<file path="config.mk">
export PLATFORM = sky130hd
export DESIGN_NAME = eth_tx_arbiter
export DESIGN_NICKNAME = d
export VERILOG_FILES = /design/src/rtl/eth_tx_pkg.sv /design/src/rtl/rr_arbiter.sv /design/src/rtl/eth_tx_arbiter.sv
export SDC_FILE = /design/constraint.sdc
export NUM_CORES = 1
export LEC_CHECK = 0
export ABC_AREA = 1
export CAP_MARGIN = 15
export CORE_AREA = 2 2 150 152
export DETAILED_ROUTE_END_ITERATION = 16
export DIE_AREA = 0 0 152 154
export GPL_TIMING_DRIVEN = 0
export PLACE_DENSITY = 0.59
export SETUP_SLACK_MARGIN = 0.3
export SYNTH_ARGS = -nofsm -noshare
export SYNTH_HDL_FRONTEND = slang
export SYNTH_SLANG_ARGS = --single-unit
</file>
<file path="constraint.sdc">
create_clock -name i_clk -period 3.2 [get_ports i_clk]
set_input_delay 0.96 -clock i_clk [delete_from_list [all_inputs] [get_ports i_clk]]
set_output_delay 0.96 -clock i_clk [all_outputs]
set_load 0.02 [all_outputs]
</file>
<file path="src/rtl/eth_tx_pkg.sv">
// rtl/eth_tx_pkg.sv - shared AXIS widths, arbiter FSM encoding and clog2 helper for the Ethernet TX path
package eth_tx_pkg;

  localparam int AXIS_DATA_W = 64;
  localparam int AXIS_KEEP_W = 8;

  typedef enum logic [1:0] {
    ST_IDLE  = 2'd0,
    ST_XFER  = 2'd1,
    ST_DRAIN = 2'd2,
    ST_GAP   = 2'd3
  } tx_state_e;

  // ceil(log2(value)); clog2(1) = 0
  function automatic int clog2(input int value);
    int v;
    int r;
    v = value - 1;
    r = 0;
    while (v > 0) begin
      r++;
      v = v >> 1;
    end
    return r;
  endfunction

endpackage

</file>
<file path="src/rtl/rr_arbiter.sv">
// rtl/rr_arbiter.sv - combinational one-hot round-robin pick starting at a pointer, wrapping upward
module rr_arbiter #(
  parameter int P_N     = 4,
  parameter int P_IDX_W = 2
) (
  input  logic [P_N-1:0]     i_req,
  input  logic [P_IDX_W-1:0] i_ptr,
  output logic [P_N-1:0]     o_grant,
  output logic [P_IDX_W-1:0] o_idx,
  output logic               o_any
);

  // scan i_ptr, i_ptr+1, ... (mod P_N) and take the first requester
  always_comb begin
    logic [P_IDX_W:0]   w_sum;
    logic [P_IDX_W-1:0] w_k;
    o_grant = '0;
    o_idx   = '0;
    o_any   = 1'b0;
    w_sum   = '0;
    w_k     = '0;
    for (int off = 0; off < P_N; off++) begin
      w_sum = {1'b0, i_ptr} + (P_IDX_W+1)'(off);
      if (w_sum >= (P_IDX_W+1)'(P_N)) begin
        w_sum = w_sum - (P_IDX_W+1)'(P_N);
      end
      w_k = w_sum[P_IDX_W-1:0];
      if (!o_any && i_req[w_k]) begin
        o_any      = 1'b1;
        o_grant[w_k] = 1'b1;
        o_idx      = w_k;
      end
    end
  end

endmodule

</file>
<file path="src/rtl/eth_tx_arbiter.sv">
// rtl/eth_tx_arbiter.sv - frame-granular round-robin TX arbiter with IFG and truncation; TX_ARB_STATS_EN adds frame/trunc counters
module eth_tx_arbiter
  import eth_tx_pkg::*;
#(
  parameter int P_NUM_SRC    = 4,
  parameter int P_IFG_CYCLES = 2,
  parameter int P_MAX_BEATS  = 1518
) (
  input  logic                             i_clk,
  input  logic                             i_rst_n,
  input  logic [AXIS_DATA_W*P_NUM_SRC-1:0] i_s_axis_tdata,
  input  logic [AXIS_KEEP_W*P_NUM_SRC-1:0] i_s_axis_tkeep,
  input  logic [P_NUM_SRC-1:0]             i_s_axis_tlast,
  input  logic [P_NUM_SRC-1:0]             i_s_axis_tvalid,
  output logic [P_NUM_SRC-1:0]             o_s_axis_tready,
  output logic [AXIS_DATA_W-1:0]           o_m_axis_tdata,
  output logic [AXIS_KEEP_W-1:0]           o_m_axis_tkeep,
  output logic                             o_m_axis_tlast,
  output logic                             o_m_axis_tuser,
  output logic                             o_m_axis_tvalid,
  input  logic                             i_m_axis_tready,
  output logic [P_NUM_SRC-1:0]             o_grant,
  output logic                             o_trunc_err
`ifdef TX_ARB_STATS_EN
  ,
  output logic [32*P_NUM_SRC-1:0]          o_frame_cnt,
  output logic [15:0]                      o_trunc_cnt
`endif
);

  localparam int L_IDX_W  = clog2(P_NUM_SRC);
  localparam int L_BEAT_W = clog2(P_MAX_BEATS + 1);
  localparam int L_GAP_W  = (P_IFG_CYCLES > 1) ? clog2(P_IFG_CYCLES) : 1;
  localparam logic [L_BEAT_W-1:0] L_BEAT_LAST = L_BEAT_W'(P_MAX_BEATS - 1);
  localparam logic [L_GAP_W-1:0]  L_GAP_LAST  = L_GAP_W'((P_IFG_CYCLES > 0) ? P_IFG_CYCLES - 1 : 0);
  localparam tx_state_e L_AFTER_FRAME = (P_IFG_CYCLES == 0) ? ST_IDLE : ST_GAP;

  tx_state_e               r_state;
  tx_state_e               w_state_nxt;
  logic [P_NUM_SRC-1:0]    r_grant;
  logic [P_NUM_SRC-1:0]    w_pick;
  logic [L_IDX_W-1:0]      r_idx;
  logic [L_IDX_W-1:0]      r_ptr;
  logic [L_IDX_W-1:0]      w_pick_idx;
  logic [L_IDX_W-1:0]      w_ptr_nxt;
  logic                    w_any;
  logic [L_BEAT_W-1:0]     r_beat;
  logic [L_GAP_W-1:0]      r_gap;
  logic [AXIS_DATA_W-1:0]  w_src_tdata;
  logic [AXIS_KEEP_W-1:0]  w_src_tkeep;
  logic                    w_src_tvalid;
  logic                    w_src_tlast;
  logic                    w_trunc_beat;
  logic                    w_hs;
  logic                    w_trunc;
  logic                    w_frame_end;

  rr_arbiter #(
    .P_N     (P_NUM_SRC),
    .P_IDX_W (L_IDX_W)
  ) u_rr (
    .i_req   (i_s_axis_tvalid),
    .i_ptr   (r_ptr),
    .o_grant (w_pick),
    .o_idx   (w_pick_idx),
    .o_any   (w_any)
  );

  assign w_src_tvalid = |(i_s_axis_tvalid & r_grant);
  assign w_src_tlast  = |(i_s_axis_tlast & r_grant);
  assign w_trunc_beat = (r_beat == L_BEAT_LAST) && !w_src_tlast;
  assign w_ptr_nxt    = (r_idx == L_IDX_W'(P_NUM_SRC - 1)) ? '0 : r_idx + L_IDX_W'(1);
  assign o_grant      = r_grant;
  assign o_trunc_err  = w_trunc;

  // AND-OR mux of the granted source's data and keep (grant is one-hot or zero)
  always_comb begin
    w_src_tdata = '0;
    w_src_tkeep = '0;
    for (int k = 0; k < P_NUM_SRC; k++) begin
      if (r_grant[k]) begin
        w_src_tdata |= i_s_axis_tdata[k*AXIS_DATA_W +: AXIS_DATA_W];
        w_src_tkeep |= i_s_axis_tkeep[k*AXIS_KEEP_W +: AXIS_KEEP_W];
      end
    end
  end

  // next state and all stream-side outputs; everything is quiet outside XFER/DRAIN
  always_comb begin
    w_state_nxt     = r_state;
    o_s_axis_tready = '0;
    o_m_axis_tdata  = '0;
    o_m_axis_tkeep  = '0;
    o_m_axis_tlast  = 1'b0;
    o_m_axis_tuser  = 1'b0;
    o_m_axis_tvalid = 1'b0;
    w_hs            = 1'b0;
    w_trunc         = 1'b0;
    w_frame_end     = 1'b0;
    case (r_state)
      ST_IDLE: begin
        if (w_any) w_state_nxt = ST_XFER;
      end
      ST_XFER: begin
        o_m_axis_tvalid = w_src_tvalid;
        o_m_axis_tdata  = w_src_tdata;
        o_m_axis_tkeep  = w_src_tkeep;
        o_m_axis_tuser  = w_src_tvalid && w_trunc_beat;
        o_m_axis_tlast  = w_src_tlast || (w_src_tvalid && w_trunc_beat);
        o_s_axis_tready = i_m_axis_tready ? r_grant : '0;
        w_hs            = w_src_tvalid && i_m_axis_tready;
        if (w_hs && w_src_tlast) begin
          w_frame_end = 1'b1;
          w_state_nxt = L_AFTER_FRAME;
        end else if (w_hs && w_trunc_beat) begin
          w_trunc     = 1'b1;
          w_state_nxt = ST_DRAIN;
        end
      end
      ST_DRAIN: begin
        // swallow the rest of the runaway frame without presenting it to the MAC
        o_s_axis_tready = r_grant;
        if (w_src_tvalid && w_src_tlast) begin
          w_frame_end = 1'b1;
          w_state_nxt = L_AFTER_FRAME;
        end
      end
      ST_GAP: begin
        if (r_gap == L_GAP_LAST) w_state_nxt = ST_IDLE;
      end
      default: w_state_nxt = ST_IDLE;
    endcase
  end

  // state, grant/owner latch, rr pointer, beat and gap counters
  always_ff @(posedge i_clk) begin
    if (!i_rst_n) begin
      r_state <= ST_IDLE;
      r_grant <= '0;
      r_idx   <= '0;
      r_ptr   <= '0;
      r_beat  <= '0;
      r_gap   <= '0;
    end else begin
      r_state <= w_state_nxt;
      if (r_state == ST_IDLE && w_any) begin
        r_grant <= w_pick;
        r_idx   <= w_pick_idx;
        r_beat  <= '0;
      end
      if (w_hs) r_beat <= r_beat + L_BEAT_W'(1);
      if (r_state == ST_GAP) r_gap <= r_gap + L_GAP_W'(1);
      if (w_frame_end) begin
        r_ptr   <= w_ptr_nxt;
        r_grant <= '0;
        r_gap   <= '0;
      end
    end
  end

`ifdef TX_ARB_STATS_EN
  logic [31:0] r_frame_cnt [P_NUM_SRC];
  logic [15:0] r_trunc_cnt;

  // per-source completed frames (wrapping) and saturating truncation count
  always_ff @(posedge i_clk) begin
    if (!i_rst_n) begin
      for (int k = 0; k < P_NUM_SRC; k++) r_frame_cnt[k] <= '0;
      r_trunc_cnt <= '0;
    end else begin
      for (int k = 0; k < P_NUM_SRC; k++) begin
        if (w_frame_end && r_grant[k]) r_frame_cnt[k] <= r_frame_cnt[k] + 32'd1;
      end
      if (w_trunc && r_trunc_cnt != 16'hFFFF) r_trunc_cnt <= r_trunc_cnt + 16'd1;
    end
  end

  // flatten the per-source counters onto the output bus
  always_comb begin
    o_frame_cnt = '0;
    for (int k = 0; k < P_NUM_SRC; k++) o_frame_cnt[k*32 +: 32] = r_frame_cnt[k];
  end

  assign o_trunc_cnt = r_trunc_cnt;
`endif

endmodule

</file>
After elaboration in Yosys (flattened, before gate mapping) --
Index checks and enable logic that the tools add are counted.
Word-level totals: register bits after elaboration 22, bits of input ports 299, output and inout bits 84, logic and storage cells 137
Operators by class: add/subtract/negate cells 10, magnitude comparators 12, equal/unequal tests 9, muxes and demuxes 63, bitwise gates (word level) 12, reductions and logical operators 25
Operators by type and width (number):
- 2-to-1 mux 64 bit | 5
- OR 64 bit | 3
- 2-to-1 mux 8 bit | 5
- 2-to-1 mux 2 bit | 14
- OR 8 bit | 3
- 2-to-1 mux 11 bit | 2
- 2-to-1 mux 1 bit | 21
- 2-to-1 mux 4 bit | 5
- logical AND 1 bit | 14
- less-than comparator 2 x 3 -> 1 bit, second input constant | 4
- OR 4 bit | 3
- adder 11 x 1 -> 11 bit, second input constant | 1
- equality test 11 bit, second input constant | 1
- >= comparator 3 bit, second input constant | 3
- AND 4 bit | 2
- binary-select mux 1 bit (select 2 bit) | 4
- demux 1 bit (select 2 bit) | 4
- >= comparator 2 x 1 -> 1 bit, second input constant | 4
- one-hot mux 2 bit (4 select lines) | 1
- one-hot mux 4 bit (2 select lines) | 1
- OR reduction 4 bit | 2
- subtractor 2 x 1 -> 2 bit, second input constant | 4
- adder 2 x 2 -> 3 bit, second input constant | 2
- equality test 2 bit, second input constant | 3
- other kinds (15) | 20

Logic depth before layout (Yosys ltp) --
Gate-level depths: netlist of the first run.
word-level depth 17, depth in mapped cells 13, gate-level depth less buffers 12

By module --
Synthesis of the first run repeated with hierarchy kept, for this count alone.
Second synthesis, totals: cells, all modules 536, area, all modules 3898.7 µm²
Modules (own cells, without submodules):
- eth_tx_arbiter | instances 1, cells each 462, area each 3458.3 µm²
- rr_arbiter | instances 1, cells each 74, area each 440.4 µm²

Worst setup path before layout of the first run --
Ideal clock, no wire load.
path type input port to output port, start input i_s_axis_tvalid[1], end output o_trunc_err, arrival 2.147 ns, data required time 2.240 ns, slack 0.093 ns, cell stages on the path 7, path buffers 0, path through nand2_1 > nand2_1 > nor2_1 > nor2_1 > inv_1 > nor3_1 > and2_1
On the way: longest elaborated chain between the ends 7, elaborated cells between the ends (all ways) 8
RTL lines:
- start, declared | RTL line eth_tx_arbiter.sv:14 | input logic [P_NUM_SRC-1:0] i_s_axis_tvalid,
- AND 4 bit (*) | RTL line eth_tx_arbiter.sv:69 | assign w_src_tvalid = |(i_s_axis_tvalid & r_grant);
- OR reduction 4 bit (*) | RTL line eth_tx_arbiter.sv:69
- logical AND 1 bit (*) | RTL line eth_tx_arbiter.sv:111 | w_hs = w_src_tvalid && i_m_axis_tready;
- logical AND 1 bit | RTL line eth_tx_arbiter.sv:115 | end else if (w_hs && w_trunc_beat) begin
- 2-to-1 mux 1 bit | RTL line eth_tx_arbiter.sv:115
- 2-to-1 mux 1 bit (*) | RTL line eth_tx_arbiter.sv:112 | if (w_hs && w_src_tlast) begin
- 2-to-1 mux 1 bit (*) | RTL line eth_tx_arbiter.sv:100 | case (r_state)
- end, declared | RTL line eth_tx_arbiter.sv:23 | output logic o_trunc_err
Every way passes the cells marked *; elsewhere a longest branch is shown, timed or not.

Final worst setup path of the first run --
start input i_s_axis_tdata[176], end output o_m_axis_tdata[48]
On the way: longest elaborated chain between the ends 5
RTL lines:
- start, declared | RTL line eth_tx_arbiter.sv:11 | input logic [AXIS_DATA_W*P_NUM_SRC-1:0] i_s_axis_tdata,
- OR 64 bit (*) | RTL line eth_tx_arbiter.sv:82 | w_src_tdata |= i_s_axis_tdata[k*AXIS_DATA_W +: AXIS_DATA_W];
- 2-to-1 mux 64 bit (*) | RTL line eth_tx_arbiter.sv:81 | if (r_grant[k]) begin
- OR 64 bit | RTL line eth_tx_arbiter.sv:82
- 2-to-1 mux 64 bit (*) | RTL line eth_tx_arbiter.sv:81
- 2-to-1 mux 64 bit (*) | RTL line eth_tx_arbiter.sv:100
- end, declared | RTL line eth_tx_arbiter.sv:16 | output logic [AXIS_DATA_W-1:0] o_m_axis_tdata,
Marked as above.

==> results of run 1 <==
report_power, final:
part	internal [mW]	switching, mW	leakage [nW]	total, mW
Clock	0.249	0.108	0.0511	0.357
Sequential	0.328	0.0720	0.180	0.400
Combinational	2.12	2.96	3.63	5.08
Total	2.70	3.14	3.86	5.84
what timing repair did:
item / CTS / global route
endpoints found under the setup margin: 80 / 78
gates resized for setup: 879 / 85
buffers inserted: 9 / 1
pin swaps: 193 / 106
worst max-delay path: stages:
cell,delay [ns]
clkdlybuf4s50_1,0.41
a221oi_2,0.31
nor2_1,0.08
buf_4,0.17
final timing paths:
kind                         start                      end  slack, ns  cells past startpoint
max            i_s_axis_tdata[176]       o_m_axis_tdata[48]       0.31                      4
min             r_gap$_SDFFE_PP0N_       r_gap$_SDFFE_PP0N_       0.47                      2
min reg2reg     r_gap$_SDFFE_PP0N_       r_gap$_SDFFE_PP0N_       0.47                      2
max reg2reg  r_ptr[0]$_SDFFE_PN0P_  o_grant[1]$_SDFFE_PP0P_       1.00                     10
cells in the mapped netlist (all sizes together):
master,instances,area (µm²)
nor3,3,15.0
nand3b,4,30.0
o21bai,2,15.0
ha,12,150
a31oi,1,6.26
a221oi,72,631
o21a,1,7.51
a21oi,19,95.1
and2,1,6.26
a22o,72,631
a21boi,1,7.51
nor2,107,418
nand3,30,200
clkbuf,38,143
inv,44,165
buf,7,42.5
or2,3,18.8
dfxtp,22,440
clkinv,1,3.75
nand4,3,18.8
nand2,85,349
o21ai,15,75.1
through the flow:
step	setup WS, ns	area [µm²]	setup TNS (ns)	total power [mW]	cells
finish	0.305	8340	0	5.84	1221
global route	0.233	8340	0	6.22	1220
CTS	0.0329	8280	0	5.77	1217
detailed placement	-0.766	7640	-39.80	4.63	1204
global placement	-0.716	7640	-36.59	4.62	1204
floorplan	0.307	3470	0	2.59	543
cells by family after synthesis:
family,share of synthesized area
AOI/OAI and AO/OA,0.423
adders and majority gates,0.0433
buffers and inverters,0.102
DFF,0.127
and+or+nand+nor,0.304
per-layer routing:
layer,up-vias,GRT usage,part of all wire
met4,0,0.0182,0.0058
met1,2667,0.315,0.46
met3,12,0.0592,0.087
met5,-,0,0
met2,293,0.353,0.45
li1,2804,-,-
state kept, by name, summed over array words and instances, names as in the netlist:
register  cells
o_grant       4
r_beat       11
r_idx         2
r_gap         1
r_ptr         2
r_state       2
area by class of cell:
type                    instances  area share
inverters                      45      0.0203
multi-input cells             431       0.411
clock inverters                 1     0.00360
plain buffers                  45      0.0413
clock buffers                   3     0.00900
well taps                     280      0.0420
diodes                          3    0.000900
repair buffers                391       0.418
flip-flops and latches         22      0.0531
==> summary.txt, run 1 <==
Layout
  • Most frequent cells in the layout: dlygate4sd2_1, nor2_1, buf_4
  • Share of layout cells above drive strength 1: 0.310
  • Flip-flop and latch area: 443 µm²
  • Synthesis-to-finish area growth: 140%
  • Commonest non-fill, non-tap cell in the layout: dlygate4sd2_1
  • Layout fillers: 2387
  • Area of the multi-input gates: 3430 µm²
  • Final Core Density: 0.385
  • Nets@finish: 1250

Synth
  • Syn_nets: 854
  • Synthesized netlist cell count: 543
  • FF+latch count, synth: 22
  • Number of distinct library cells after synthesis: 29
  • Synth warn: 0
  • Syn avg cell area: 6.39 µm²
  • Register area share after synthesis: 0.127
  • Cell Area, Synth: 3470 µm²

Routing
  • Vias per Instance: 4.73
  • Final wirelength: 27900 µm
  • Antenna Nets Post-Route: 0
  • DR vias: 5776
  • Wire per inst: 22.8 µm
  • DRT Pass-1 Iters: 5
  • DRT iter0 DRCs: 333
  • Detailed-route DRC error count: 0

GRT
  • Largest net degree at the start of global routing: 14
  • Vias in the first global route: 5907
  • Initial antenna violation count: 3
  • Global Route Usage Sum: 0.223
  • Congestion Overflow GR: 0
  • First-pass GRT wire length: 39100 µm

Clock network
  • Hold_buf cts: 0
  • CTS tree: built
  • CTS buffer count: 3
  • CTS H-tree lvls: 1
  • Worst-Skew Late Latency: 0.25 ns
  • Bufs on Longest Clock Path: 2
  • Root buf cell: clkbuf_16
  • Reg clk slew, reported paths: 0.06 ns
  • CTS sink cnt: 22

Timing
  • Period utilisation layout: 0.905
  • Worst Clk Skew: 0.00267 ns
  • Slew headroom: 0.706
  • Tmin final: 2.89 ns
  • RSZ-0062 raised after global routing: yes
  • Max Fclk: 0.345 GHz
  • Final Hold Fails: 0
  • Setup violations, final: 0
  • Least-Margin Pin Slew: 0.442 ns
  • Max-slew violations: 0
  • WHS: 0.466 ns

Die
  • Core area: 21700 µm²
  • Width of the die: 152 µm
  • Die H: 154 µm
  • Starting Density: 0.160
  • Total die area: 23400 µm²
  • Row count: 54
  • Ports: 383

Power
  • PD cells: 700 nW/µm²
  • Leak pwr: 3.86 nW
  • VDD IR max: 0.328 mV

Hold path
  • HP Class: reg2reg

Setup path
  • Crit Path Max Fanout: 1
  • WS Path Type: in2out
  • Critical path data arrival time: 1.93 ns
  • Req. time, crit path: 2.24 ns
  • Startpoint Class: input pin
  • Nature of the critical path endpoint: primary output

Place
  • Port bufs: 381
  • HPWL after detailed placement: 23600 µm
  • Routability cong.: 0.879

Job
  • Maxcap violations: 0

Outcome
  • Status: completed
No activity file was read; power rests on OpenSTA's default activity.
==> inputs of run 2 (changes only) <==
--- a/config.mk
+++ b/config.mk
@@ -16,3 +16,4 @@
 export SYNTH_ARGS = -nofsm -noshare
 export SYNTH_HDL_FRONTEND = slang
 export SYNTH_SLANG_ARGS = --single-unit
+export TNS_END_PERCENT = 50
==> run 2 against run 1 <==
Compared with the run above: non-clock buffer count decreased by 2; clock skew increased by 0.0012 ns; first-iteration DRC count decreased by 5.1%; sequential cell count unchanged; final cell count decreased by 0.25%; routed wire length increased by 1.1%; sequential share of layout area decreased by 0.22 points; register-to-register slack about the same; worst setup slack got worse by 0.062 ns; critical path depth increased by 1; critical endpoint is now o_m_axis_tdata[30]; largest power group unchanged.
==> summary.txt, run 2 (same netlist as run 1, synthesis figures left out) <==
Setup path
  • Crit path to: o_m_axis_tdata[30]
  • Req. time, crit path: 2.24 ns (about the same)
  • WS Path Type: in2out
  • Worst setup path start: i_s_axis_tdata[94]
  • Crit Path Max Fanout: 1 (unchanged)
  • Reg-to-reg slack, setup: 0.99 ns (about the same)
  • Critical path data arrival time: 2.00 ns (+0.07 ns)
  • Nature of the critical path endpoint: primary output
  • RR Endpoint: o_grant[1]$_SDFFE_PP0P_
  • FF-to-FF path depth: 10 (unchanged)
  • Worst r2r src: r_ptr[0]$_SDFFE_PN0P_
  • Startpoint Class: input pin

Power
  • Power consumption: 5.86 mW (+0.37%)
  • Leak pwr: 4.50 nW (+16%)
  • VDD IR max: 0.326 mV (-0.71%)
  • PD cells: 675 nW/µm² (-3.6%)

Place
  • Routability cong.: 0.879 (unchanged)
  • Port bufs: 381 (unchanged)
  • DP Area: 7640 µm² (unchanged)
  • Cells after DPL: 1204 (unchanged)
  • HPWL after detailed placement: 23600 µm (unchanged)

Die
  • Width of the die: 152 µm (unchanged)
  • Core area: 21700 µm² (unchanged)
  • Starting Density: 0.160 (unchanged)
  • Die H: 154 µm (unchanged)
  • Row count: 54 (unchanged)
  • Total die area: 23400 µm² (unchanged)
  • Ports: 383 (unchanged)

Clock network
  • CTS H-tree lvls: 1 (unchanged)
  • CTS buffer count: 3 (unchanged)
  • CTS sink cnt: 22 (unchanged)
  • Hold_buf cts: 0 (unchanged)
  • Reg clk slew, reported paths: 0.06 ns (about the same)
  • CTS tree: built
  • Bufs on Longest Clock Path: 2 (unchanged)
  • Root buf cell: clkbuf_16
  • Worst-Skew Late Latency: 0.26 ns (about the same)

Timing
  • Least-Margin Pin Slew: 0.431 ns (-0.0108 ns)
  • Setup TNS: 0 ns (unchanged)
  • Worst Clk Skew: 0.00383 ns (+0.00116 ns)
  • Period utilisation layout: 0.924 (+0.0193)
  • Setup violations, final: 0 (unchanged)
  • Max-slew violations: 0 (unchanged)
  • Final Hold Fails: 0 (unchanged)
  • Tmin final: 2.96 ns (+0.0616 ns)
  • WHS: 0.465 ns (-0.00119 ns)
  • Slew headroom: 0.713 (+0.00722)
  • Max Fclk: 0.338 GHz (-2.1%)
  • RSZ-0062 raised after global routing: yes

Job
  • Maxcap violations: 0 (unchanged)

GRT
  • Global Route Usage Sum: 0.220 (-0.00303)
  • Vias in the first global route: 5838 (-1.2%)
  • Largest net degree at the start of global routing: 14 (unchanged)
  • First-pass GRT wire length: 38600 µm (-1.3%)
  • Congestion Overflow GR: 0 (unchanged)
  • Initial antenna violation count: 3 (unchanged)

Routing
  • DRT iter0 DRCs: 316 (-5.1%)
  • Antenna Nets Post-Route: 0 (unchanged)
  • Vias per Instance: 4.71 (-0.52%)
  • DR vias: 5732 (-0.76%)
  • Wire per inst: 23.1 µm (+1.4%)
  • Final wirelength: 28200 µm (+1.1%)
  • DRT Pass-1 Iters: 4 (-1)
  • Detailed-route DRC error count: 0 (unchanged)

Layout
  • Most frequent cells in the layout: dlymetal6s2s_1, nor2_1, dlygate4sd2_1
  • Finished Layout Cells: 1218 (-0.25%)
  • Synthesis-to-finish area growth: 150%
  • Largest reg by FF count: r_beat
  • Layout fillers: 2311 (-3.2%)
  • Nets@finish: 1248 (-0.16%)
  • Max reg flops: 11 (unchanged)
  • Share of layout cells above drive strength 1: 0.284 (-0.0260)
  • Commonest non-fill, non-tap cell in the layout: dlymetal6s2s_1
  • Fin area: 8680 µm² (+4.1%)

Hold path
  • HP Class: reg2reg

Outcome
  • Status: completed
-- run 2: cell count changes in the layout (fill, tap and decap cells not counted), moves of 3 or more --
cell and change:
dlymetal6s2s_1 +81, dlygate4sd2_1 -69, clkbuf_2 -15, buf_6 -5
clkdlybuf4s15_1 +5, nor2_1 +4, nor2_2 -4, buf_4 +3
-- run 2: how the worst min path moves through the flow --
stage / slack (ns) / cells after the start / start / endpoint
after floorplan: 0.44 / 2 / r_gap$_SDFFE_PP0N_ / r_gap$_SDFFE_PP0N_
after global placement: 0.45 / 2 / r_gap$_SDFFE_PP0N_ / r_gap$_SDFFE_PP0N_
after detailed placement: 0.46 / 2 / r_gap$_SDFFE_PP0N_ / r_gap$_SDFFE_PP0N_
after CTS: 0.47 / 2 / r_gap$_SDFFE_PP0N_ / r_gap$_SDFFE_PP0N_
after global routing: 0.49 / 2 / r_gap$_SDFFE_PP0N_ / r_gap$_SDFFE_PP0N_
final: 0.47 / 2 / r_gap$_SDFFE_PP0N_ / r_gap$_SDFFE_PP0N_
-- run 2: metal layers --
| metal | track usage | vias up | share of wire |
|---|---|---|---|
| met2 | 0.349 | 255 | 0.45 |
| met1 | 0.308 | 2673 | 0.45 |
| met4 | 0.0187 | 0 | 0.0022 |
| met5 | 0 | - | 0 |
| li1 | - | 2798 | - |
| met3 | 0.0612 | 6 | 0.098 |
-- run 2: timing repair --
action | in CTS | in global routing
setup endpoints to repair | 80 | 80
pin swaps | 110 | 98
resized for setup | 664 | 269
buffers inserted | 2 | 6
-- run 2: report_power, final --
part | leakage [nW] | switching, mW | total (mW) | internal [mW]
Combinational | 4.27 | 2.98 | 5.11 | 2.12
Sequential | 0.179 | 0.0723 | 0.399 | 0.327
Clock | 0.0511 | 0.109 | 0.357 | 0.249
Total | 4.50 | 3.16 | 5.86 | 2.70
-- run 2: critical path, cell delays in order --
cell             delay [ns]
clkdlybuf4s15_1        0.17
a22o_1                 0.24
a221oi_4               0.32
nor2_1                 0.13
buf_4                  0.18
-- run 2: final cells by class --
cell class / count / area, µm² / area share
sequential: 22 / 442 / 0.0509
clock inverter: 1 / 30.0 / 0.00346
buffer: 45 / 340 / 0.0392
tap: 280 / 350 / 0.0403
multi-input combinational: 431 / 3440 / 0.396
timing repair buffer: 389 / 3830 / 0.441
inverter: 45 / 169 / 0.0195
clock buffer: 3 / 75.1 / 0.00865
antenna: 2 / 5.00 / 0.000576
-- run 2: per-stage QoR --
stage / setup slack [ns] / utilization
2_1_floorplan: 0.307 / -
3_3_place_gp: -0.716 / 0.352
3_5_place_dp: -0.766 / 0.352
4_1_cts: 0.0329 / 0.381
5_1_grt: 0.236 / 0.400
6_report: 0.244 / 0.400
